==> src/rtl/regfile_pkg.sv <==
// Shared constants and port payload types for the multi-port register file.
package regfile_pkg;

  localparam int unsigned XLEN_DEF = 32;
  localparam int unsigned NREG_DEF = 32;
  localparam int unsigned AW_DEF   = $clog2(NREG_DEF);
  localparam int unsigned REG0     = 0;

  typedef struct packed {
    logic [AW_DEF-1:0] addr;
  } rd_port_t;

  typedef struct packed {
    logic                valid;
    logic [AW_DEF-1:0]   addr;
    logic [XLEN_DEF-1:0] data;
  } wr_port_t;

endpackage

==> src/rtl/regfile_scoreboard.sv <==
// Pending-write tracker: one busy bit per register, set by alloc, cleared by writes.
module regfile_scoreboard
  import regfile_pkg::*;
#(
  parameter  int unsigned NREG   = NREG_DEF,
  parameter  int unsigned NREAD  = 2,
  parameter  int unsigned NWRITE = 1,
  localparam int unsigned AW     = $clog2(NREG)
) (
  input  logic                         clk,
  input  logic                         rst,
  input  logic                         alloc,
  input  logic [AW-1:0]                alloc_addr,
  input  logic [NWRITE-1:0]            wr_valid,
  input  logic [NWRITE-1:0][AW-1:0]    wr_addr,
  input  logic [NREAD-1:0][AW-1:0]     rd_addr,
  output logic [NREAD-1:0]             rd_busy_c
);

  logic [NREG-1:0] busy_q;
  logic [NREG-1:0] busy_d;

  // Clears first so a same-cycle alloc to the same register wins.
  always_comb begin
    busy_d = busy_q;
    for (int unsigned w = 0; w < NWRITE; w++) begin
      if (wr_valid[w]) busy_d[wr_addr[w]] = 1'b0;
    end
    if (alloc && (alloc_addr != AW'(REG0))) busy_d[alloc_addr] = 1'b1;
  end

  always_ff @(posedge clk or posedge rst) begin
    if (rst) busy_q <= '0;
    else     busy_q <= busy_d;
  end

  always_comb begin
    rd_busy_c = '0;
    for (int unsigned p = 0; p < NREAD; p++) begin
      rd_busy_c[p] = busy_q[rd_addr[p]];
    end
  end

endmodule

==> src/rtl/regfile_mp.sv <==
// Multi-port register file with registered reads and per-register busy tracking.
// Define REGFILE_BYPASS_EN to forward same-cycle write data to the read ports.
module regfile_mp
  import regfile_pkg::*;
#(
  parameter  int unsigned XLEN   = XLEN_DEF,
  parameter  int unsigned NREG   = NREG_DEF,
  parameter  int unsigned NREAD  = 2,
  parameter  int unsigned NWRITE = 1,
  localparam int unsigned AW     = $clog2(NREG)
) (
  input  logic                          clk,
  input  logic                          rst,
  input  logic                          i_rs_ren,
  input  logic [NREAD-1:0][AW-1:0]      i_rs_raddr,
  output logic [NREAD-1:0][XLEN-1:0]    o_rs_rdata,
  output logic [NREAD-1:0]              o_rs_busy,
  input  logic [NWRITE-1:0]             i_rd_wvalid,
  input  logic [NWRITE-1:0][AW-1:0]     i_rd_waddr,
  input  logic [NWRITE-1:0][XLEN-1:0]   i_rd_wdata,
  input  logic                          i_rd_alloc,
  input  logic [AW-1:0]                 i_rd_alloc_addr
);

  logic [XLEN-1:0]            regs [NREG];
  logic [NREAD-1:0]           sb_busy_c;
  logic [NREAD-1:0][XLEN-1:0] rd_data_c;
  logic [NREAD-1:0]           rd_busy_c;

  regfile_scoreboard #(
    .NREG   (NREG),
    .NREAD  (NREAD),
    .NWRITE (NWRITE)
  ) u_scoreboard (
    .clk        (clk),
    .rst        (rst),
    .alloc      (i_rd_alloc),
    .alloc_addr (i_rd_alloc_addr),
    .wr_valid   (i_rd_wvalid),
    .wr_addr    (i_rd_waddr),
    .rd_addr    (i_rs_raddr),
    .rd_busy_c  (sb_busy_c)
  );

  // Later ports overwrite earlier ones, so the highest-indexed write wins.
  always_ff @(posedge clk or posedge rst) begin
    if (rst) begin
      for (int unsigned r = 0; r < NREG; r++) regs[r] <= '0;
    end else begin
      for (int unsigned w = 0; w < NWRITE; w++) begin
        if (i_rd_wvalid[w] && (i_rd_waddr[w] != AW'(REG0))) begin
          regs[i_rd_waddr[w]] <= i_rd_wdata[w];
        end
      end
    end
  end

  always_comb begin
    rd_data_c = '0;
    rd_busy_c = '0;
    for (int unsigned p = 0; p < NREAD; p++) begin
      rd_data_c[p] = (i_rs_raddr[p] == AW'(REG0)) ? '0 : regs[i_rs_raddr[p]];
      rd_busy_c[p] = sb_busy_c[p];
`ifdef REGFILE_BYPASS_EN
      for (int unsigned w = 0; w < NWRITE; w++) begin
        if (i_rd_wvalid[w] && (i_rd_waddr[w] == i_rs_raddr[p]) &&
            (i_rs_raddr[p] != AW'(REG0))) begin
          rd_data_c[p] = i_rd_wdata[w];
          rd_busy_c[p] = 1'b0;
        end
      end
`endif
    end
  end

  always_ff @(posedge clk or posedge rst) begin
    if (rst) begin
      o_rs_rdata <= '0;
      o_rs_busy  <= '0;
    end else if (i_rs_ren) begin
      o_rs_rdata <= rd_data_c;
      o_rs_busy  <= rd_busy_c;
    end
  end

endmodule

==> config.mk <==
export PLATFORM = sky130hd
export DESIGN_NAME = regfile_mp
export DESIGN_NICKNAME = d
export VERILOG_FILES = /design/src/rtl/regfile_pkg.sv /design/src/rtl/regfile_scoreboard.sv /design/src/rtl/regfile_mp.sv
export SDC_FILE = /design/constraint.sdc
export NUM_CORES = 2
export LEC_CHECK = 0
export BUFFER_PORTS_ARGS = -buffer_cell sky130_fd_sc_hd__buf_2
export CORE_AREA = 2 2 501 304
export CTS_CLUSTER_SIZE = 16
export DETAILED_ROUTE_END_ITERATION = 16
export DIE_AREA = 0 0 503 306
export HOLD_SLACK_MARGIN = 0.1
export SYNTH_ARGS = -nofsm -noshare
export SYNTH_HDL_FRONTEND = slang
export SYNTH_HIERARCHICAL = 1
export SYNTH_SLANG_ARGS = --single-unit
export TNS_END_PERCENT = 20
==> constraint.sdc <==
create_clock -name clk -period 81.5 [get_ports clk]
set_input_delay 12.225 -clock clk [delete_from_list [all_inputs] [get_ports clk]]
set_output_delay 12.225 -clock clk [all_outputs]
set_load 0.005 [all_outputs]
==> metrics.md <==
| Metric | Value |
|---|---|
| Worst path required time | `about 82000 ps` |
| P_sw | `around 0.00045 W` |
| Synthesized area | `between 50000 and 60000 sq um` |
| DRT Pass-1 Iters | `8` |
| Synth top area share | `0.4733` |
| Sw Share | `0.2809` |
| Max cap viols | `0` |
| Min-Delay Path Class | `reg2reg` |
| Crit Path Category | `in2async` |
| CTS Hold Bufs | `0` |
| Remaining global-route overflow | `0` |
| Fillers | `roughly 13000` |
| H-Tree Depth | `3` |
| Largest net degree at the start of global routing | `about 160` |
| Routed vias | `39820` |
| # DRC | `0` |
| Main area contributors after synthesis | `dfrtp_1 (47%), mux2_2 (19%), mux4_2 (15%)` |
| Total Routing Usage GR | `0.2638` |
| Most frequent cells in the layout | `dfrtp_1 (1122), mux2_2 (1001), mux4_2 (400), mux2i_1 (324), a21oi_1 (145)` |
| Critical Path AT | `17110 ps` |
| Share of layout cells above drive strength 1 | `0.4397` |
| Number of global-route vias before repair | `38890` |
| Initial Util | `0.3976` |
| Comb pwr share | `0.198` |
| Routed len/inst | `about 33 um` |
| WL final | `203.7 mm` |
| Crit path time final | `between 15000 and 20000 ps` |
| CP max FO | `about 160` |
| Clock power frac | `0.337` |
| Post-CTS Setup Inserts | `0` |
| Final period util | `0.2009` |
| Max VDD drop | `around 0.000019 V` |
| Post-synth top area cell | `dfrtp_1` |
| Ys async rst share | `1.000` |
| Setup violators final | `0` |
| Crit path cell chain | `buf_2, inv_8, buf_4, buf_12, buf_12, buf_4, buf_4` |
| Internal | `0.001156 W` |
| I/O Buffers | `roughly 120` |
| I/O pin total | `about 120` |
| Final GP Congestion | `0.8226` |
| Antenna Nets Post-Route | `0` |
| Die footprint | `approximately 150000 sq um` |
| Synthesized area per cell | `roughly 14 sq um` |
| Cells after Synth | `roughly 4200` |
| CTS resizes | `0` |
| Clk_skew | `~13 ps` |
| Slowest cell delay on critical path | `just over 800 ps` |
| CTS Buf Count | `103` |
| Dpl hpwl | `114.2 mm` |
| Setup TNS | `0 ps` |
| Nets | `between 4000 and 5000` |
| Pins over their slew limit | `0` |
| Commonest non-fill, non-tap cell in the layout | `dfrtp_1` |
| Status | `finished clean` |
| CTS Sinks | `roughly 1100` |
| CTS root buf | `clkbuf_16` |
| First-pass GRT wire length | `around 290 mm` |
| Worst Setup End Kind | `asynchronous set/reset pin` |
| Num rows | `between 100 and 150` |
| Syn_nets | `roughly 4300` |
| Initial antenna violation count | `13` |
| Vias per std cell | `around 6.4` |
| RSZ-0062 raised after global routing | `false` |
| Die width | `roughly 500 um` |
| First DRT Iteration DRCs | `around 4700` |
| Die height | `306 um` |
| Area grow syn2layout | `10.04%` |
| FF+latch count, synth | `about 1100` |
| Clk slew on worst S/H paths | `~70 ps` |
| Warnings from Yosys | `6` |
| Flop pwr share | `0.465` |
| Synth cell types | `58` |
| Number of synthesized flops with an enable pin | `0` |
| Sequential element share of the synthesized area | `0.4733` |
| CP dominant cell by count | `buf_4` |
| Power Density | `between 20 and 25 nW/um^2` |
| CP startpoint kind | `input pin` |
| Final hold violation count | `0` |
| Leakage | `28.34 nW` |
| Worst slew pin tran | `1440 ps` |
| Placeable Area | `between 100000 and 150000 sq um` |
| Hold slack | `between 400 and 500 ps` |
| Rel. slew slack | `0.03196` |
| Predominant post-synthesis flop cell | `dfrtp_1` |
| Slowest cell on crit path | `buf_4` |
| CTS tree | `done` |
| Maximum clock insertion buffer count | `3` |
| Max Clk Rate | `approximately 61 MHz` |
| Worst-Skew Late Latency | `between 700 and 800 ps` |
[logic make-up after synthesis]
group / after synthesis / share of synthesized area
AO/OA/AOI/OAI: 551 / 0.05860
AND/OR/NAND/NOR: 321 / 0.02620
multiplexers: 1785 / 0.4080
flip-flops: 1122 / 0.4733
buffers and inverters: 455 / 0.03394
[power groups by stage]
| stage | sequential (W) | clock (W) | combinational (W) |
|---|---|---|---|
| global placement | 0.000749 | 0 | 0.000310 |
| finish | 0.000747 | 0.000542 | 0.000318 |
| detailed placement | 0.000753 | 0 | 0.000317 |
| floorplan | 0.000726 | 0 | 0.000249 |
| global route | 0.000760 | 0.000573 | 0.000342 |
| CTS | 0.000744 | 0.000549 | 0.000318 |
[layer usage]
layer / up-vias / global-route usage / wire [um]
met3: 312 / 0.06961 / 20280
met4: 6 / 0.06181 / 4875
met2: 1939 / 0.3627 / 84080
li1: 15950 / - / -
met5: - / 0 / 30
met1: 21610 / 0.4107 / 94470
[path summary, 6_finish.rpt]
path	startpoint	endpoint	slack [ps]	depth (start not counted)
hold reg to reg	regs[1022]	regs[1022]	400	0
min in group asynchronous	rst	regs[418]	11620	2
setup reg to reg	regs[581]	o_rs_rdata[5]	79440	4
hold / removal	regs[1022]	regs[1022]	400	0
max in group clk	i_rs_raddr[6]	o_rs_rdata[50]	65910	8
setup / recovery	rst	regs[494]	65130	7
[registers in the layout, indices dropped and copies added, names as in the netlist]
register	cells
regs	1024
o_rs_rdata	64
u_scoreboard/busy_q	32
o_rs_busy	2
[synth_stat cells, types with 23 or more instances]
library cell / number
dfrtp_1: 1122
mux2_2: 1001
mux4_2: 400
mux2i_1: 324
clkbuf_1: 251
a21oi_1: 145
o21ai_0: 112
nand2_1: 99
nor2_1: 96
buf_2: 91
o22ai_1: 68
buf_1: 64
mux2_1: 60
a2111oi_0: 36
a22oi_1: 32
a211o_1: 31
buf_4: 25
nor2b_1: 23
[critical path: cells and delay by family]
family / cells / cell delay [ps]
buf+inv: 7 / 4400
[stage by stage]
step | util | area [sq um] | power, W | cells | setup slack [ps]
6_report | 0.4375 | 65280 | 0.001608 | 6213 | 65130
5_1_grt | 0.4375 | 65270 | 0.001675 | 6210 | 64370
4_1_cts | 0.4375 | 65270 | 0.001610 | 6210 | 65010
3_5_place_dp | 0.4126 | 61550 | 0.001070 | 6019 | 64210
3_3_place_gp | 0.4126 | 61550 | 0.001059 | 6019 | 64310
2_1_floorplan | - | 59320 | 0.0009746 | 4234 | 38590
[final cells by class]
cell class / count / area, sq um / area share
Timing Repair Buffer: 213 / 1406 / 0.02154
Antenna cell: 3 / 7.507 / 0.0001150
Clock buffer: 149 / 3075 / 0.04712
Inverter: 11 / 51.30 / 0.0007859
Multi-Input combinational cell: 2657 / 29500 / 0.4519
Tap cell: 2016 / 2522 / 0.03864
Sequential cell: 1122 / 28080 / 0.4301
Clock inverter: 42 / 638.1 / 0.009776
Power figures use the tool's default switching activity.
